## config.mk

```make
export PLATFORM = sky130hd
export DESIGN_NAME = display_scan_controller
export DESIGN_NICKNAME = d
export VERILOG_FILES = /design/src/rtl/display_pkg.sv /design/src/rtl/segment_display.sv /design/src/rtl/display_scan_controller.sv
export SDC_FILE = /design/constraint.sdc
export NUM_CORES = 1
export LEC_CHECK = 0
export CAP_MARGIN = 20
export CORE_MARGIN = 2
export CORE_UTILIZATION = 47
export CTS_CLUSTER_SIZE = 8
export DETAILED_ROUTE_END_ITERATION = 8
export GPL_ROUTABILITY_DRIVEN = 0
export PLACE_DENSITY = 0.68
export RECOVER_POWER = 100
export SLEW_MARGIN = 40
export SYNTH_ARGS = -nofsm -noshare
export SYNTH_HDL_FRONTEND = slang
export SYNTH_SLANG_ARGS = --single-unit
```

## constraint.sdc

```tcl
create_clock -name clk -period 3.9 [get_ports clk]
set_clock_uncertainty 0.05 [all_clocks]
set_input_delay 0.78 -clock clk [delete_from_list [all_inputs] [get_ports clk]]
set_output_delay 0.78 -clock clk [all_outputs]
set_load 0.05 [all_outputs]
```

## src/rtl/display_pkg.sv

```systemverilog
// display_pkg: shared constants for the 7-segment display path
package display_pkg;
  localparam logic [7:0] SEG_BLANK  = 8'hFF;
  localparam int         SEG_DP_BIT = 7;
  localparam logic       ANODE_OFF  = 1'b1;
  localparam logic [3:0] BCD_MAX    = 4'd9;
endpackage

```

## src/rtl/segment_display.sv

```systemverilog
// segment_display: BCD to active-low 7-segment decoder, DP (bit7) left off
// ports: num = BCD digit in; segment_code = active-low {dp,g,f,e,d,c,b,a}, blank for non-BCD
module segment_display
  import display_pkg::*;
(
  input  logic [3:0] num,
  output logic [7:0] segment_code
);
  always_comb begin
    case (num)
      4'd0:    segment_code = 8'hC0;
      4'd1:    segment_code = 8'hF9;
      4'd2:    segment_code = 8'hA4;
      4'd3:    segment_code = 8'hB0;
      4'd4:    segment_code = 8'h99;
      4'd5:    segment_code = 8'h92;
      4'd6:    segment_code = 8'h82;
      4'd7:    segment_code = 8'hF8;
      4'd8:    segment_code = 8'h80;
      4'd9:    segment_code = 8'h90;
      default: segment_code = SEG_BLANK;
    endcase
  end
endmodule

```

## src/rtl/display_scan_controller.sv

```systemverilog
// display_scan_controller: multiplexes BCD digits onto one active-low 7-seg bus with common anodes
// ports: clk, reset (sync, active-high); digits_bcd digit i at [4i+3:4i]; dp_mask/blink_mask per digit;
//        blank_lz suppresses leading zeros; seg_out active-low, bit7 = DP; an_out active-low anodes
module display_scan_controller
  import display_pkg::*;
#(
  parameter int NUM_DIGITS   = 4,
  parameter int REFRESH_DIV  = 50000,
  parameter int BLANK_CYCLES = 500,
  parameter int BLINK_SCANS  = 125
) (
  input  logic                    clk,
  input  logic                    reset,
  input  logic [4*NUM_DIGITS-1:0] digits_bcd,
  input  logic [NUM_DIGITS-1:0]   dp_mask,
  input  logic [NUM_DIGITS-1:0]   blink_mask,
  input  logic                    blank_lz,
  output logic [7:0]              seg_out,
  output logic [NUM_DIGITS-1:0]   an_out
);
  localparam int SW = REFRESH_DIV > 1 ? $clog2(REFRESH_DIV) : 1;
  localparam int IW = NUM_DIGITS > 1 ? $clog2(NUM_DIGITS) : 1;
  localparam int CW = BLINK_SCANS > 1 ? $clog2(BLINK_SCANS) : 1;
  logic [SW-1:0]           slot_cnt;
  logic [IW-1:0]           idx;
  logic [CW-1:0]           scan_cnt;
  logic                    blink_phase;
  logic [4*NUM_DIGITS-1:0] snapshot;
  logic                    slot_end, scan_end, scan_wrap, gap, lz, lz_run;
  logic [3:0]              digit;
  logic [7:0]              code;
  assign slot_end  = slot_cnt == SW'(REFRESH_DIV - 1);
  assign scan_end  = slot_end && idx == IW'(NUM_DIGITS - 1);
  assign scan_wrap = scan_cnt == CW'(BLINK_SCANS - 1);
  assign gap       = slot_cnt < SW'(BLANK_CYCLES);
  assign digit     = snapshot[4*idx +: 4];
  segment_display u_dec (.num(digit), .segment_code(code));
  // lz_run accumulates "this digit and all above are zero" walking down from the top
  always_comb begin
    lz_run = 1'b1;
    lz     = 1'b0;
    for (int i = NUM_DIGITS - 1; i > 0; i--) begin
      lz_run = lz_run && snapshot[4*i +: 4] == 4'd0;
      lz     = (blank_lz && idx == IW'(i)) ? lz_run : lz;
    end
  end
  always_ff @(posedge clk) begin
    if (reset) begin
      slot_cnt    <= '0;
      idx         <= '0;
      scan_cnt    <= '0;
      blink_phase <= 1'b0;
      snapshot    <= '0;
      seg_out     <= SEG_BLANK;
      an_out      <= {NUM_DIGITS{ANODE_OFF}};
    end else begin
      slot_cnt <= slot_end ? '0 : slot_cnt + 1'b1;
      if (slot_end) idx <= scan_end ? '0 : idx + 1'b1;
      if (scan_end) begin
        snapshot    <= digits_bcd;
        scan_cnt    <= scan_wrap ? '0 : scan_cnt + 1'b1;
        blink_phase <= blink_phase ^ scan_wrap;
      end
      seg_out <= (gap || digit > BCD_MAX || lz || (blink_mask[idx] && blink_phase)) ? SEG_BLANK
               : {code[SEG_DP_BIT] & ~dp_mask[idx], code[SEG_DP_BIT-1:0]};
      an_out  <= gap ? {NUM_DIGITS{ANODE_OFF}} : ~(NUM_DIGITS'(1) << idx);
    end
  end
endmodule

```

==> results.toml, run 1 <==
[pwr]
power.density_cell_area_nw_per_um2 = 297
p_leak_uw = 0.000959
p_clk_share_pct = 34.0
seq_power_share_pct = 61.6
irDropWorstVdd_mv = 0.147
power.switching_uw = 185
totalPowerFinal_uw = 902
combPwrFrac_pct = 4.4
internal_power_uw = 718
power.share.switching_pct = 20.5

[setup_path]
setup.reg_to_reg.worst_slack_ns = 0.81
crit_fanout = 11
startpoint_type = "register"
worst_r2r_src = "idx[0]$_SDFFE_PP0P_"
end_kind = "register"
reg2reg_to = "seg_out[3]$_SDFF_PP1_"
reg2reg_depth = 7
timing.critical_path.required_ns = 4.00
worst-setup-path-type = "register to register"
worst-endpoint-arrival_ns = 3.19

[cells_and_area]
nNetsFinal = 365
area_growth_syn_to_layout_pct = 19.2
antenna_cells = 0
final_layout_size_suffix_gt1_share_pct = 3.38
finish.instance_area_um2 = 3030

[clocking]
clock-sinks = 54
postCtsSetupBuffers = 0
numCtsBuffers = 5
postCtsResizedCells = 0
path_clk_slew_ns = 0.09
max-clock-path-buffers = 2
ctsRootBufferMaster = "clkbuf_8"
cts_hold_buffers = 0
htreeDepth = 2
clock_insertion_delay_worst_skew_ns = 0.30
cts_tree = "yes"

[sta]
period_minus_slack_ns = 3.09
grt_setup_unrepaired = "no"
max_slew.worst_pin.slew_ns = 1.07
fin_crit_sh_pct = 79.3
worst_hold_slack_ns = 0.409
final_hold_vio_count = 0
fin_setup_tns_ns = 0
worst_slack_ns = 0.809
setup-violations-final = 0
finalMaxSlewViolations = 0
fmaxAchievable_ghz = 0.323
slew_headroom_pct = 28.8

[die]
start_util_pct = 49.2
core_area_um2 = 5170
row_count = 26
die_w_um = 77.6
die_y_um = 77.6
floorplan.die_area_um2 = 6020
top_level_ports = 39

[route]
vias_post_dr = 2130
finalWirelength_um = 5190
drt_iter0_drc = 121
drt_antenna_net_count = 0
detail_route.drc_violations = 0
wl_per_cell_um = 13.1
pre_repair_dr_iteration_count = 4
vias_per_cell = 5.39

[min_path]
worstHoldPathCells = 1
min_from = "slot_cnt[0]$_SDFF_PP0_"
hold-path-endpoint = "slot_cnt[0]$_SDFF_PP0_"
hold_class = "register to register"

[logic_synthesis]
async_flop_share_pct = 0
seq_area_frac_synth_pct = 42.5
synth-edff-count = 0
synth_top_area_share_pct = 42.5
yosys_register_bits = 54
synthMostInstantiatedCell = "dfxtp_1"
synthesis.yosys.warnings = 0
postSynthAreaPerCell_um2 = 8.75
synth_top_cells_by_count = "54 x dfxtp_1, 51 x nand2_1, 30 x a21oi_1"
synth_ff_type = "dfxtp_1"
mappedNetlistNets = 330
netlist.top_cell.by_area = "dfxtp_1"
syn-cell-area_um2 = 2540
netlist_instances = 291
synth.lib_cells_used.distinct = 42
synth_top_cells_by_area = "dfxtp_1 42%, nand2_1 7.5%, a21oi_1 5.9%"

[placed_design]
io_buffers = 38
dp_slack_ns = 1.16
dpl.hpwl_um = 3740
placed_cell_area_um2 = 2970

[global_route]
vias_in_the_first_global_route = 2024
grt_max_degree = 26
grt_pass1_wl_um = 9360
globalRoute.totalOverflow = 0
grt.total_usage_pct = 19.3
antenna_violations_before_repair = 0

[flow_run]
maxCapViolCount = 0

[run_status]
run_status = "completed"
==> cell families after synthesis <==
| kind of cell | count (synthesis) | synth area share, % |
|---|---|---|
| and+or+nand+nor | 124 | 24.2 |
| AOI/OAI and AO/OA | 55 | 12.6 |
| DFF | 54 | 42.5 |
| buffers and inverters | 27 | 4.33 |
| adders and majority gates | 12 | 5.90 |
| muxes | 10 | 7.37 |
| xor gates and xnor gates | 9 | 3.10 |
==> placed cells by master (no fill, tap or decap), types with 4 or more instances in the layout <==
master | netlist | layout
nor2_1 | 18 | 18
o211ai_1 | 4 | 4
ha_1 | 12 | 12
nand4_1 | 6 | 6
nor4_1 | 4 | 5
a21oi_1 | 30 | 30
nand2_1 | 51 | 51
clkdlybuf4s50_1 | 0 | 25
clkbuf_8 | 0 | 6
dfxtp_1 | 54 | 54
o21ai_0 | 9 | 9
dlygate4sd3_1 | 0 | 13
or3_1 | 8 | 8
nor3_1 | 7 | 7
inv_1 | 15 | 15
xnor2_1 | 7 | 7
nand3_1 | 13 | 13
==> area by class of cell <==
| type | instances | area (µm²) |
|---|---|---|
| fillers | 484 | 2140 |
| repair buffers | 40 | 388 |
| multi-input cells | 210 | 1340 |
| well taps | 70 | 87.6 |
| clock buffers | 6 | 82.6 |
| flip-flops and latches | 54 | 1080 |
| inverters | 15 | 56.3 |
==> per-layer routing <==
| metal | vias to the layer above | global-route usage [%] | share of wire, % |
|---|---|---|---|
| li1 | 1097 | - | - |
| met1 | 971 | 26.1 | 49 |
| met2 | 54 | 29.1 | 44 |
| met3 | 8 | 3.95 | 5.1 |
| met4 | 0 | 9.64 | 1.9 |
| met5 | - | 0 | 0 |
==> how the worst max path moves through the flow <==
stage	from	to	slack (ns)	cells after the start
finish	idx[0]$_SDFFE_PP0P_	seg_out[3]$_SDFF_PP1_	0.81	7
global route	idx[0]$_SDFFE_PP0P_	seg_out[5]$_SDFF_PP1_	0.48	7
CTS	idx[0]$_SDFFE_PP0P_	seg_out[3]$_SDFF_PP1_	1.14	7
detailed placement	idx[0]$_SDFFE_PP0P_	seg_out[3]$_SDFF_PP1_	1.16	7
global placement	idx[0]$_SDFFE_PP0P_	seg_out[3]$_SDFF_PP1_	1.25	7
floorplan	idx[0]$_SDFFE_PP0P_	seg_out[0]$_SDFF_PP1_	1.53	8
==> power by group through the flow <==
| stage | sequential (µW) | clock, µW | combinational [µW] |
|---|---|---|---|
| 2_1_floorplan | 568 | 0 | 11.6 |
| 3_3_place_gp | 569 | 0 | 41.6 |
| 4_1_cts | 556 | 317 | 41.4 |
| 3_5_place_dp | 569 | 0 | 41.3 |
| 6_report | 556 | 306 | 40.1 |
| 5_1_grt | 556 | 338 | 44.4 |
==> flip-flops by register name, indices dropped and copies added, names as in the netlist <==
| signal | cells |
|---|---|
| snapshot | 16 |
| scan_cnt | 7 |
| seg_out | 8 |
| slot_cnt | 16 |
| blink_phase | 1 |
| idx | 2 |
| an_out | 4 |
==> stage by stage <==
stage | instances | utilization, %
final | 395 | 58.7
after global routing | 395 | 58.7
after floorplan | 291 | -
after detailed placement | 389 | 57.5
after CTS | 395 | 59.1
after global placement | 389 | 57.5
==> worst max-delay path, stage by stage, from the launching register on <==
cell	delay [ns]
dfxtp_1	0.63
mux4_1	0.69
inv_1	0.13
ha_1	0.19
nor2_1	0.07
o31a_1	0.23
nor4_1	0.75
o211ai_1	0.18
Note: power is estimated with default switching activity, not from simulation.
==> run 2, diff against run 1 <==
==> constraint.sdc (replaced) <==
create_clock -name clk -period 3 [get_ports clk]
set_clock_uncertainty 0.05 [all_clocks]
set_input_delay 0.6 -clock clk [delete_from_list [all_inputs] [get_ports clk]]
set_output_delay 0.6 -clock clk [all_outputs]
set_load 0.05 [all_outputs]
==> run 2 against run 1 <==
  * Critical endpoint is now scan_cnt[3]$_SDFFE_PP0P_
  * Routed wire length grew 1.1%
  * Non-clock buffer count grew 4
  * Hold slack lost 0.0021 ns
  * Critical path type unchanged
  * Global-route usage down 0.91 points
  * Count of clock-buffer cells in the layout grew 1
  * Sequential power increased by 30%
  * Sequential share of layout area decreased by 0.59 points
==> results.toml, run 2 (synthesis results as in run 1) <==
[die]
die_w_um = 77.6
core_area_um2 = 5170
die_y_um = 77.6
floorplan.die_area_um2 = 6020
row_count = 26
top_level_ports = 39
start_util_pct = 49.2

[route]
detail_route.drc_violations = 0
drt_iter0_drc = 121
vias_post_dr = 2173
vias_per_cell = 5.42
drt_antenna_net_count = 0
pre_repair_dr_iteration_count = 4
wl_per_cell_um = 13.1
finalWirelength_um = 5240

[global_route]
globalRoute.totalOverflow = 0
grt_max_degree = 25
grt_pass1_wl_um = 9000
vias_in_the_first_global_route = 1935
grt.total_usage_pct = 18.4
antenna_violations_before_repair = 0

[sta]
finalMaxSlewViolations = 0
fin_crit_sh_pct = 85.2
slew_headroom_pct = 39.3
setup-violations-final = 0
final_hold_vio_count = 0
grt_setup_unrepaired = "no"
fin_setup_tns_ns = 0
worst_hold_slack_ns = 0.407
period_minus_slack_ns = 2.56
fmaxAchievable_ghz = 0.391
max_slew.worst_pin.slew_ns = 0.910

[min_path]
hold_class = "register to register"

[cells_and_area]
register_area_um2 = 1080
layout_commonest_cell = "dfxtp_1"
antenna_cells = 0
final_layout_size_suffix_gt1_share_pct = 5.14
nNetsFinal = 369
multi_input_comb_area_um2 = 1350
area_growth_syn_to_layout_pct = 21.2
fillCellCount = 480
layout_top_registers = "slot_cnt x16, snapshot x16, seg_out x8"
layout.cells.most_common_list = "54 x dfxtp_1, 51 x nand2_1, 30 x a21oi_1, 25 x clkdlybuf4s50_1, 18 x nor2_1"

[clocking]
clock_insertion_delay_worst_skew_ns = 0.30
postCtsResizedCells = 0
path_clk_slew_ns = 0.09
ctsRootBufferMaster = "clkbuf_8"
clock-sinks = 54
numCtsBuffers = 5
postCtsSetupBuffers = 0
max-clock-path-buffers = 2
cts_tree = "yes"
cts_hold_buffers = 0
htreeDepth = 2

[run_status]
run_status = "completed"

[pwr]
power.switching_uw = 244
combPwrFrac_pct = 4.5
seq_power_share_pct = 60.9
power.share.switching_pct = 20.6
p_clk_share_pct = 34.5
irDropWorstVdd_mv = 0.229
internal_power_uw = 942
p_leak_uw = 0.000985
totalPowerFinal_uw = 1190
power.density_cell_area_nw_per_um2 = 384

[setup_path]
startpoint_type = "register"
crit_fanout = 21
worst-setup-path-type = "register to register"
timing.critical_path.required_ns = 3.18
end_kind = "register"
worst-endpoint-arrival_ns = 2.73
setup.reg_to_reg.worst_slack_ns = 0.44

[flow_run]
maxCapViolCount = 0

[placed_design]
dpl.hpwl_um = 3880
io_buffers = 38
## run 2: worst max-delay path, stage by stage, from the launching register on
cell and delay (ns):
dfxtp_1 0.42, buf_4 0.21, ha_1 0.31, and4_1 0.25
and4_1 0.18, clkbuf_1 0.68, a41oi_1 0.20, nor3_1 0.19
## run 2: final timing paths
kind                                from                       end  depth (start not counted)
setup / recovery     idx[0]$_SDFFE_PP0P_  scan_cnt[3]$_SDFFE_PP0P_                          7
hold / removal    slot_cnt[0]$_SDFF_PP0_    slot_cnt[0]$_SDFF_PP0_                          1
hold reg to reg   slot_cnt[0]$_SDFF_PP0_    slot_cnt[0]$_SDFF_PP0_                          1
setup reg to reg     idx[0]$_SDFFE_PP0P_  scan_cnt[3]$_SDFFE_PP0P_                          7
## run 2: final cells by class
type	count	share of cell area [%]
multi-input cells	210	43.9
flip-flops and latches	54	35.0
repair buffers	44	13.5
well taps	70	2.84
clock buffers	7	2.80
inverters	15	1.82
clock inverters	1	0.162
## run 2: per-stage QoR
stage | setup slack (ns) | util (%) | instances | area, µm²
final | 0.443 | 59.7 | 401 | 3090
after global placement | 0.603 | 58.1 | 393 | 3000
after detailed placement | 0.512 | 58.1 | 393 | 3000
after global routing | 0.205 | 59.7 | 401 | 3090
after CTS | 0.500 | 59.8 | 401 | 3100
after floorplan | 0.630 | - | 291 | 2540
## run 2: layer usage
metal / up-vias / share of wire [%] / GRT usage (%)
met5: - / 0 / 0
met2: 47 / 44 / 28.2
li1: 1112 / - / -
met4: 0 / 0.80 / 4.29
met3: 5 / 3.7 / 4.07
met1: 1009 / 52 / 26.4
## run 2: power by group through the flow
stage | Clock [µW] | Combinational, µW | Sequential, µW
2_1_floorplan | 0 | 15.1 | 739
3_3_place_gp | 0 | 54.5 | 739
4_1_cts | 427 | 55.0 | 723
3_5_place_dp | 0 | 54.9 | 739
6_report | 409 | 53.5 | 722
5_1_grt | 454 | 59.0 | 724
==> run 3, diff against run 2 <==
--- a/config.mk
+++ b/config.mk
@@ -6,12 +6,15 @@
 export NUM_CORES = 1
 export LEC_CHECK = 0
 export CAP_MARGIN = 20
+export CELL_PAD_IN_SITES_DETAIL_PLACEMENT = 1
+export CELL_PAD_IN_SITES_GLOBAL_PLACEMENT = 1
+export CORE_ASPECT_RATIO = 2
 export CORE_MARGIN = 2
-export CORE_UTILIZATION = 47
+export CORE_UTILIZATION = 40
 export CTS_CLUSTER_SIZE = 8
 export DETAILED_ROUTE_END_ITERATION = 8
 export GPL_ROUTABILITY_DRIVEN = 0
-export PLACE_DENSITY = 0.68
+export PLACE_DENSITY = 0.76
 export RECOVER_POWER = 100
 export SLEW_MARGIN = 40
 export SYNTH_ARGS = -nofsm -noshare
==> run 3 against run 2 <==
  * Non-clock buffer count fell by 1
  * Total power rose by 13%
  * Sequential share of layout area fell by 0.61 points
  * Worst setup slack got worse by 0.019 ns
  * Sequential power barely moved
  * Die area rose by 17%
  * Combinational power fell by 0.7%
  * Global-route usage rose by 1.5 points
  * Routed wire length rose by 21%
  * Register-to-register slack got worse by 0.02 ns
  * Critical path type unchanged
  * Critical endpoint is now seg_out[6]$_SDFF_PP1_
==> results.toml, run 3 (synthesis results as in run 1) <==
[run_status]
run_status = "completed"

[clocking]
postCtsResizedCells = 0
clock-sinks = 54
htreeDepth = 2
cts_hold_buffers = 0
numCtsBuffers = 5
max-clock-path-buffers = 2
postCtsSetupBuffers = 0
clock_insertion_delay_worst_skew_ns = 0.29
cts_tree = "yes"
path_clk_slew_ns = 0.07
ctsRootBufferMaster = "clkbuf_16"

[route]
drt_antenna_net_count = 0
wl_per_cell_um = 15.2
drt_iter0_drc = 28
finalWirelength_um = 6320
pre_repair_dr_iteration_count = 4
vias_post_dr = 2236
vias_per_cell = 5.39
detail_route.drc_violations = 0

[cells_and_area]
layout_commonest_cell = "dfxtp_1"
nNetsFinal = 368
final_cells = 415
layout.cells.most_common_list = "54 x dfxtp_1, 51 x nand2_1, 30 x a21oi_1, 25 x clkdlybuf4s50_1, 18 x nor2_1"
area_growth_syn_to_layout_pct = 23.4
fin_util_pct = 50.6
antenna_cells = 0
final_layout_size_suffix_gt1_share_pct = 4.86
layout_top_registers = "slot_cnt x16, snapshot x16, seg_out x8"

[setup_path]
startpoint_type = "register"
crit_fanout = 6
worst-endpoint-arrival_ns = 2.68
timing.critical_path.required_ns = 3.10
worst-setup-path-type = "register to register"
end_kind = "register"

[pwr]
p_leak_uw = 0.000995
power.density_cell_area_nw_per_um2 = 426
irDropWorstVdd_mv = 0.330
totalPowerFinal_uw = 1340

[die]
start_util_pct = 41.0
die_y_um = 117
core_area_um2 = 6210
top_level_ports = 39
die_w_um = 60.4
floorplan.die_area_um2 = 7050
row_count = 41

[global_route]
grt_max_degree = 23
globalRoute.totalOverflow = 0
grt.total_usage_pct = 19.9
vias_in_the_first_global_route = 2367
grt_pass1_wl_um = 10800
antenna_violations_before_repair = 0

[sta]
grt_setup_unrepaired = "no"
finalMaxSlewViolations = 0
max_slew.worst_pin.slew_ns = 0.939
fin_crit_sh_pct = 85.9
slew_headroom_pct = 37.4
setup-violations-final = 0
final_hold_vio_count = 0
period_minus_slack_ns = 2.58
fin_setup_tns_ns = 0
fmaxAchievable_ghz = 0.388

[placed_design]
dp_cell_count = 408
io_buffers = 38
dpl.hpwl_um = 4850

[min_path]
hold_class = "register to register"

[flow_run]
maxCapViolCount = 0
[run 3: worst paths after layout]
| path | start | endpoint | cells past startpoint | slack [ns] |
|---|---|---|---|---|
| setup / recovery | idx[0]$_SDFFE_PP0P_ | seg_out[6]$_SDFF_PP1_ | 7 | 0.42 |
| hold / removal | snapshot[0]$_SDFFE_PP0P_ | snapshot[0]$_SDFFE_PP0P_ | 2 | 0.41 |
| setup reg to reg | idx[0]$_SDFFE_PP0P_ | seg_out[6]$_SDFF_PP1_ | 7 | 0.42 |
| hold reg to reg | snapshot[0]$_SDFFE_PP0P_ | snapshot[0]$_SDFFE_PP0P_ | 2 | 0.41 |
[run 3: cell type report]
class | instances | area, µm²
fillers | 744 | 3070
multi-input cells | 210 | 1350
flip-flops and latches | 54 | 1080
repair buffers | 43 | 410
clock buffers | 5 | 125
well taps | 86 | 108
inverters | 15 | 56.3
clock inverters | 2 | 15.0
[run 3: metal layers]
layer | routed length, µm | up-vias | GRT usage [%]
met3 | 257 | 13 | 3.52
li1 | - | 1102 | -
met5 | 0 | - | 0
met4 | 169 | 0 | 8.74
met1 | 2520 | 1076 | 22.6
met2 | 3380 | 45 | 35.2
[run 3: where the power goes]
part / internal, µW / leakage [µW] / total, µW / switching [µW]
clock: 305 / 0.0000619 / 560 / 256
combinational: 34.7 / 0.000497 / 53.1 / 18.5
sequential: 720 / 0.000436 / 723 / 3.19
total: 1060 / 0.000995 / 1340 / 277
[run 3: worst max-delay path, cell delays in order (launching register included)]
cell and delay [ns]:
dfxtp_1 0.38, mux4_1 0.65, inv_1 0.15, ha_1 0.21
nor2_1 0.08, o31a_1 0.26, nor4_2 0.50, o211ai_1 0.16
[run 3: stage by stage]
stage          cell area (µm²)  hold WS [ns]  worst slack (ns)
3_5_place_dp              3020         0.397             0.560
5_1_grt                   3140         0.444             0.280
4_1_cts                   3160         0.419             0.527
2_1_floorplan             2540         0.368             0.630
6_report                  3140         0.411             0.424
3_3_place_gp              3020         0.383             0.680
